===== config.mk =====
export PLATFORM = sky130hd
export DESIGN_NAME = wb_regfile_hilo
export DESIGN_NICKNAME = d
export VERILOG_FILES = /design/src/rtl/wb_regfile_hilo_pkg.sv /design/src/rtl/wb_regfile_hilo_hilo_reg.sv /design/src/rtl/wb_regfile_hilo.sv
export SDC_FILE = /design/constraint.sdc
export NUM_CORES = 2
export LEC_CHECK = 0
export CAP_MARGIN = 10
export CORE_ASPECT_RATIO = 1.1
export CORE_MARGIN = 8
export CORE_UTILIZATION = 55
export CTS_BUF_LIST = sky130_fd_sc_hd__clkbuf_4 sky130_fd_sc_hd__clkbuf_8
export CTS_CLUSTER_DIAMETER = 150
export DETAILED_ROUTE_END_ITERATION = 6
export PLACE_DENSITY = 0.73
export SLEW_MARGIN = 0
export SYNTH_ARGS = -nofsm -noshare
export SYNTH_HDL_FRONTEND = slang
export SYNTH_SLANG_ARGS = --single-unit

===== constraint.sdc =====
create_clock -name clk -period 3.8 [get_ports clk]
set_input_delay 0.76 -clock clk [delete_from_list [all_inputs] [get_ports clk]]
set_output_delay 0.76 -clock clk [all_outputs]
set_load 0.05 [all_outputs]

===== src/rtl/wb_regfile_hilo_pkg.sv =====
// ---------------------------------------------------------------------------
// wb_regfile_hilo_pkg
//   Shared constants for the write-back register file slice: default bus
//   widths, the zero word, the hard-wired r0 address and the enable encodings
//   used by the MEM/WB and ID/EX interfaces.
//   Also names the two halves of the HI/LO pair so the HI/LO sub-module can
//   index them symbolically.
// ---------------------------------------------------------------------------
package wb_regfile_hilo_pkg;

  // Bus geometry (GPR/HI/LO data width, GPR address width, GPR count)
  localparam int REG_BUS_W  = 32;
  localparam int REG_ADDR_W = 5;
  localparam int REG_NUM    = 32;

  // Constant values seen on the pipeline buses
  localparam logic [REG_BUS_W-1:0]  ZERO_WORD    = '0;
  localparam logic [REG_ADDR_W-1:0] NOP_REG_ADDR = '0;
  localparam logic                  WRITE_ENABLE = 1'b1;
  localparam logic                  READ_ENABLE  = 1'b1;
  localparam logic                  READ_DISABLE = 1'b0;

  // HI/LO halves; used as indices into the per-half enable/data vectors
  localparam int NUM_HALVES = 2;
  typedef enum logic {
    HALF_HI = 1'b0,
    HALF_LO = 1'b1
  } hilo_half_e;

endpackage : wb_regfile_hilo_pkg


===== src/rtl/wb_regfile_hilo_hilo_reg.sv =====
// ---------------------------------------------------------------------------
// wb_regfile_hilo_hilo_reg  (the hilo_reg sub-module)
//   Holds the HI and LO registers. Each half has its own write enable, so
//   either, both or neither may commit on a given edge.
//
//   Optional feature (macro REGFILE_BYPASS_EN): when defined, a half being
//   written this cycle shows its incoming value on its output immediately.
//   Without it, outputs always show the stored value.
//
// Ports
//   clk    in   1       pipeline clock, commits on rising edge
//   rst    in   1       asynchronous reset, active-low
//   hi_we  in   1       HI write enable
//   lo_we  in   1       LO write enable
//   hi_i   in   DATA_W  HI write data
//   lo_i   in   DATA_W  LO write data
//   hi_o   out  DATA_W  current HI value (0 while in reset)
//   lo_o   out  DATA_W  current LO value (0 while in reset)
// ---------------------------------------------------------------------------
module wb_regfile_hilo_hilo_reg
  import wb_regfile_hilo_pkg::*;
#(
  parameter int DATA_W = REG_BUS_W
) (
  input  logic              clk,
  input  logic              rst,
  input  logic              hi_we,
  input  logic              lo_we,
  input  logic [DATA_W-1:0] hi_i,
  input  logic [DATA_W-1:0] lo_i,
  output logic [DATA_W-1:0] hi_o,
  output logic [DATA_W-1:0] lo_o
);

  // Gather both halves into vectors so one generate loop describes them
  logic [NUM_HALVES-1:0] we_vec;
  logic [DATA_W-1:0]     d_vec [NUM_HALVES];

  assign we_vec[HALF_HI] = hi_we;
  assign we_vec[HALF_LO] = lo_we;
  assign d_vec[HALF_HI]  = hi_i;
  assign d_vec[HALF_LO]  = lo_i;

  genvar gi;
  generate
    for (gi = 0; gi < NUM_HALVES; gi++) begin : g_half
      logic [DATA_W-1:0] q_reg;
      logic [DATA_W-1:0] q_out;

      always_ff @(posedge clk or negedge rst) begin
        if (!rst) begin
          q_reg <= DATA_W'(ZERO_WORD);
        end else if (we_vec[gi] == WRITE_ENABLE) begin
          q_reg <= d_vec[gi];
        end
      end

      // The output is forced to zero while reset is held so that a write
      // presented during reset cannot leak through the bypass path.
      always_comb begin
        q_out = DATA_W'(ZERO_WORD);
        if (rst) begin
`ifdef REGFILE_BYPASS_EN
          if (we_vec[gi] == WRITE_ENABLE) begin
            q_out = d_vec[gi];
          end else begin
            q_out = q_reg;
          end
`else
          q_out = q_reg;
`endif
        end
      end
    end
  endgenerate

  assign hi_o = g_half[HALF_HI].q_out;
  assign lo_o = g_half[HALF_LO].q_out;

endmodule : wb_regfile_hilo_hilo_reg


===== src/rtl/wb_regfile_hilo.sv =====
// ---------------------------------------------------------------------------
// wb_regfile_hilo
//   Write-back end of the MEM->WB path. Holds the general-purpose register
//   file (r0 hard-wired to zero) and the HI/LO pair. Commits MEM/WB results
//   on the rising clock edge, serves two combinational GPR read ports to ID
//   and the HI/LO values to EX.
//
//   Optional feature (macro REGFILE_BYPASS_EN): same-cycle write-through.
//   A read port addressing the register being written this cycle returns
//   the write data instead of the stored value; HI/LO behave the same way.
//   Without it, a write becomes visible the cycle after its commit edge.
//
// Ports
//   clk     in   1       pipeline clock, commits on rising edge
//   rst     in   1       asynchronous reset, active-low
//   we      in   1       GPR write enable (0 = bubble)
//   waddr   in   ADDR_W  GPR write address
//   wdata   in   DATA_W  GPR write data
//   re1     in   1       read port 1 enable
//   raddr1  in   ADDR_W  read port 1 address
//   rdata1  out  DATA_W  read port 1 data (combinational)
//   re2     in   1       read port 2 enable
//   raddr2  in   ADDR_W  read port 2 address
//   rdata2  out  DATA_W  read port 2 data (combinational)
//   hi_we   in   1       HI write enable
//   lo_we   in   1       LO write enable
//   hi_i    in   DATA_W  HI write data
//   lo_i    in   DATA_W  LO write data
//   hi_o    out  DATA_W  current HI value
//   lo_o    out  DATA_W  current LO value
// ---------------------------------------------------------------------------
module wb_regfile_hilo
  import wb_regfile_hilo_pkg::*;
#(
  parameter int DATA_W   = REG_BUS_W,
  parameter int ADDR_W   = REG_ADDR_W,
  parameter int NUM_REGS = REG_NUM     // must equal 2**ADDR_W
) (
  input  logic              clk,
  input  logic              rst,
  input  logic              we,
  input  logic [ADDR_W-1:0] waddr,
  input  logic [DATA_W-1:0] wdata,
  input  logic              re1,
  input  logic [ADDR_W-1:0] raddr1,
  output logic [DATA_W-1:0] rdata1,
  input  logic              re2,
  input  logic [ADDR_W-1:0] raddr2,
  output logic [DATA_W-1:0] rdata2,
  input  logic              hi_we,
  input  logic              lo_we,
  input  logic [DATA_W-1:0] hi_i,
  input  logic [DATA_W-1:0] lo_i,
  output logic [DATA_W-1:0] hi_o,
  output logic [DATA_W-1:0] lo_o
);

  localparam int NUM_RD_PORTS = 2;

  // -------------------------------------------------------------------------
  // GPR storage. Entry 0 is reset but never written, so it stays zero; the
  // read muxes also decode address 0 explicitly so r0 never depends on it.
  // The array is cleared by the asynchronous reset, so it maps to flops.
  // -------------------------------------------------------------------------
  logic [DATA_W-1:0] regs_reg [NUM_REGS];
  logic              wr_commit;

  assign wr_commit = (we == WRITE_ENABLE) && (waddr != ADDR_W'(NOP_REG_ADDR));

  always_ff @(posedge clk or negedge rst) begin
    if (!rst) begin
      for (int i = 0; i < NUM_REGS; i++) begin
        regs_reg[i] <= DATA_W'(ZERO_WORD);
      end
    end else if (wr_commit) begin
      regs_reg[waddr] <= wdata;
    end
  end

  // -------------------------------------------------------------------------
  // Read ports. Priority: reset, disabled port, r0 -> zero; then the
  // same-cycle write (bypass builds only); then stored state.
  // -------------------------------------------------------------------------
  logic [NUM_RD_PORTS-1:0] re_vec;
  logic [ADDR_W-1:0]       raddr_vec [NUM_RD_PORTS];

  assign re_vec[0]    = re1;
  assign re_vec[1]    = re2;
  assign raddr_vec[0] = raddr1;
  assign raddr_vec[1] = raddr2;

  genvar gi;
  generate
    for (gi = 0; gi < NUM_RD_PORTS; gi++) begin : g_rd
      logic [DATA_W-1:0] rd_val;

      always_comb begin
        rd_val = DATA_W'(ZERO_WORD);
        if (!rst || (re_vec[gi] == READ_DISABLE) ||
            (raddr_vec[gi] == ADDR_W'(NOP_REG_ADDR))) begin
          rd_val = DATA_W'(ZERO_WORD);
`ifdef REGFILE_BYPASS_EN
        end else if (wr_commit && (re_vec[gi] == READ_ENABLE) &&
                     (raddr_vec[gi] == waddr)) begin
          // Write-through: the instruction in WB feeds ID in the same cycle
          rd_val = wdata;
`endif
        end else begin
          rd_val = regs_reg[raddr_vec[gi]];
        end
      end
    end
  endgenerate

  assign rdata1 = g_rd[0].rd_val;
  assign rdata2 = g_rd[1].rd_val;

  // -------------------------------------------------------------------------
  // HI/LO pair
  // -------------------------------------------------------------------------
  wb_regfile_hilo_hilo_reg #(
    .DATA_W (DATA_W)
  ) u_hilo_reg (
    .clk   (clk),
    .rst   (rst),
    .hi_we (hi_we),
    .lo_we (lo_we),
    .hi_i  (hi_i),
    .lo_i  (lo_i),
    .hi_o  (hi_o),
    .lo_o  (lo_o)
  );

endmodule : wb_regfile_hilo


==> reports/summary.txt <==
# hold bufs at CTS -> 1
status -> finished, final reports clean
Unique masters post-synth -> 47
cell internal pwr -> 0.0243 W
critical path class -> input pin to primary output
Simple-Gate Fraction of Synth Area -> 0.0316
relative slew slack -> 0.141
initial antenna violation count -> 6
H-tree depth -> 4
Reg power frac -> 0.451
RSZ-0062 raised after global routing -> false
Synth area leader -> dfrtp_1
most frequent CP cell -> buf_12
Initial Util -> 0.554
chip height -> 358 um
largest family of logic cells by synthesized area -> multiplexers
period utilization -> 0.972
delay-heaviest family, CP -> buffers and inverters
CP Depth -> 8
area grow syn2layout -> 15.9%
largest net degree at the start of global routing -> 145
first-pass GRT wire length -> 275 mm
Vias -> 40700
Tmin final -> 3.69 ns
placed wire-length estimate -> 111 mm
Die X-Extent -> 327 um
drt first pass iters -> 6
Tot GR Track Use -> 0.311
Switching Fraction -> 0.286
max-cap check violation count -> 0
Setup crit start kind -> input pin
Remaining DRCs -> 0
GP Congestion -> 0.873
leakage -> 30.4 nW
post-synthesis mux area share -> 0.410
reg2reg setup slack -> 2.98 ns
final hold vios -> 0
DR vias/cell -> 6.74
CP Data Required Time -> 3.04 ns
async set-reset flop share out of synthesis -> 1.00
Post-Syn Nets -> 4430
CTS resizes -> 0
flip-flop count of the largest register after layout -> 1024
Longest Clk Path Bufs -> 3
Core Footprint -> 106000 um^2
Yosys reg bits -> 1088
count leader, synth -> mux2_2
Clk pwr share -> 0.335
initial drt markers -> 4149
Gate power share -> 0.213
worst r2r src -> u_hilo_reg.g_half[0].q_reg[15]$_DFFE_PN0P_
Layout Nets -> 4610
vias in the first global route -> 41300
Post-synth EDFFs -> 0
clock latency at the later pin of the worst-skew pair -> 0.86 ns
synthesized area per cell -> 13.6 um^2
most instantiated cells after synthesis -> 1141 x mux2_2, 1088 x dfrtp_1, 556 x mux2i_1
hold crit path type -> input pin to asynchronous set/reset pin
DIE AREA -> 117000 um^2
clock skew -> 0 ns
sequential element share of the synthesized area -> 0.465
Critical Path Source -> raddr2[0]
Adder-Cell Fraction of Synth Area -> 0
most common flop cell mapped by yosys -> dfrtp_1
wire length per cell -> 30.6 um
clock buffer count from CTS -> 182
# setup viols final -> 0
Synth area leaders -> dfrtp_1 47%, mux2_2 22%, mux2i_1 9.5%
layout cells sized above 1 -> 0.437
clock-pin slew on the worst setup and hold paths -> 0.06 ns
post-synthesis cell area -> 58500 um^2
Ports -> 246
Post-Route WL -> 185 mm
Fin Setup TNS -> 0 ns
DRT antenna net count -> 0
post-route core utilization -> 0.642
pwr/cell area -> 501 nW/um^2
Synth top area share -> 0.465
WP data arrival -> 2.93 ns
Setup crit end kind -> primary output
Ys Warns -> 0
I/O Buffers -> 245
Max IR drop VDD -> 0.000390 V
worst-path fanout max -> 27
clock sink count -> 1088
post-synthesis compound-gate area fraction -> 0.0521
Psw -> 0.00970 W
global route overflow -> 0
Gate Count Post-Synth -> 4312
worst slew pin tran -> 1.29 ns
slowest stage delay, CP -> 0.52 ns
FF-to-FF path depth -> 1
CTS tree -> built
Post-Synth XOR/XNOR Area -> 0
FP Rows -> 125
Setup Fix Bufs, Post-CTS -> 0
Max Fclk -> 0.271 GHz
CP max-delay cell -> a32oi_1
critical path cell sequence -> buf_8 > buf_4 > and2b_4 > buf_12 > a22oi_1 > nand3_1 > a32oi_1 > buf_12
max-slew violations -> 0
hold slack final -> 0.0678 ns
# fillers -> 7880
CP bufs+invs -> 4
clock root cell -> clkbuf_8
## cell type report
type	count	area, um^2	area share
clock buffer	295	3690	0.0544
clock inverter	39	349	0.00515
tap	1397	1750	0.0258
antenna	3	7.51	0.000111
inverter	1	6.26	0.0000923
timing repair buffer	466	5670	0.0837
multi-input combinational	2753	29100	0.429
sequential	1088	27200	0.401
## power by group through the flow
stage | clock [W] | combinational (W) | sequential, W
final | 0.0114 | 0.00725 | 0.0153
after CTS | 0.0116 | 0.00724 | 0.0153
after detailed placement | 0 | 0.00720 | 0.0154
after global placement | 0 | 0.00703 | 0.0153
after floorplan | 0 | 0.00531 | 0.0149
after global routing | 0.0121 | 0.00773 | 0.0156
## worst paths after layout
kind                                                                   end
worst max-delay path                                             rdata2[6]
worst min-delay path             u_hilo_reg.g_half[1].q_reg[5]$_DFFE_PN0P_
min in group clk                                regs_reg[1022]$_DFFE_PN0P_
max in group asynchronous                        regs_reg[645]$_DFFE_PN0P_
worst min register to register                  regs_reg[1022]$_DFFE_PN0P_
worst max register to register  u_hilo_reg.g_half[0].q_reg[15]$_DFFE_PN0P_
## placed cells by master (no fill, tap or decap), drive strengths merged, types with 2 or more instances in the layout
cell type,count
nand4,3
nand3,71
nor3b,4
a32oi,62
and3,5
nor2b,7
nand2,181
buf,298
a31oi,61
a21oi,62
mux2i,556
mux2,1154
clkinv,27
clkdlybuf4s50,167
nand3b,6
diode,3
mux4,236
clkbuf,295
bufinv,5
nand2b,5
a211o,2
and2,67
inv,6
clkinvlp,2
nor3,3
nor4,2
o211ai,26
a22oi,211
dfrtp,1088
nor2,23
## kinds of logic after synthesis
| kind of cell | after synthesis |
|---|---|
| multiplexers | 1946 |
| flip-flops | 1088 |
| buffers and inverters | 471 |
| AO/OA/AOI/OAI | 426 |
| AND/OR/NAND/NOR | 381 |
## routing by layer
layer,vias to the layer above,global-route usage,wire length (um)
li1,16700,-,-
met1,21400,0.428,74500
met2,2197,0.476,84600
met3,468,0.0769,18500
met4,4,0.124,7410
met5,-,0,26
## stage by stage
stage                     cell area, um^2  std cells  setup slack [ns]  power (W)
after floorplan                     58500       4312             0.350     0.0202
after global placement              63800       5704             0.148     0.0224
after detailed placement            63800       5704             0.120     0.0226
after CTS                           67800       6039             0.103     0.0341
after global routing                67800       6040            0.0801     0.0354
final                               67800       6042             0.108     0.0340
Note: power is estimated with default switching activity, not from simulation.
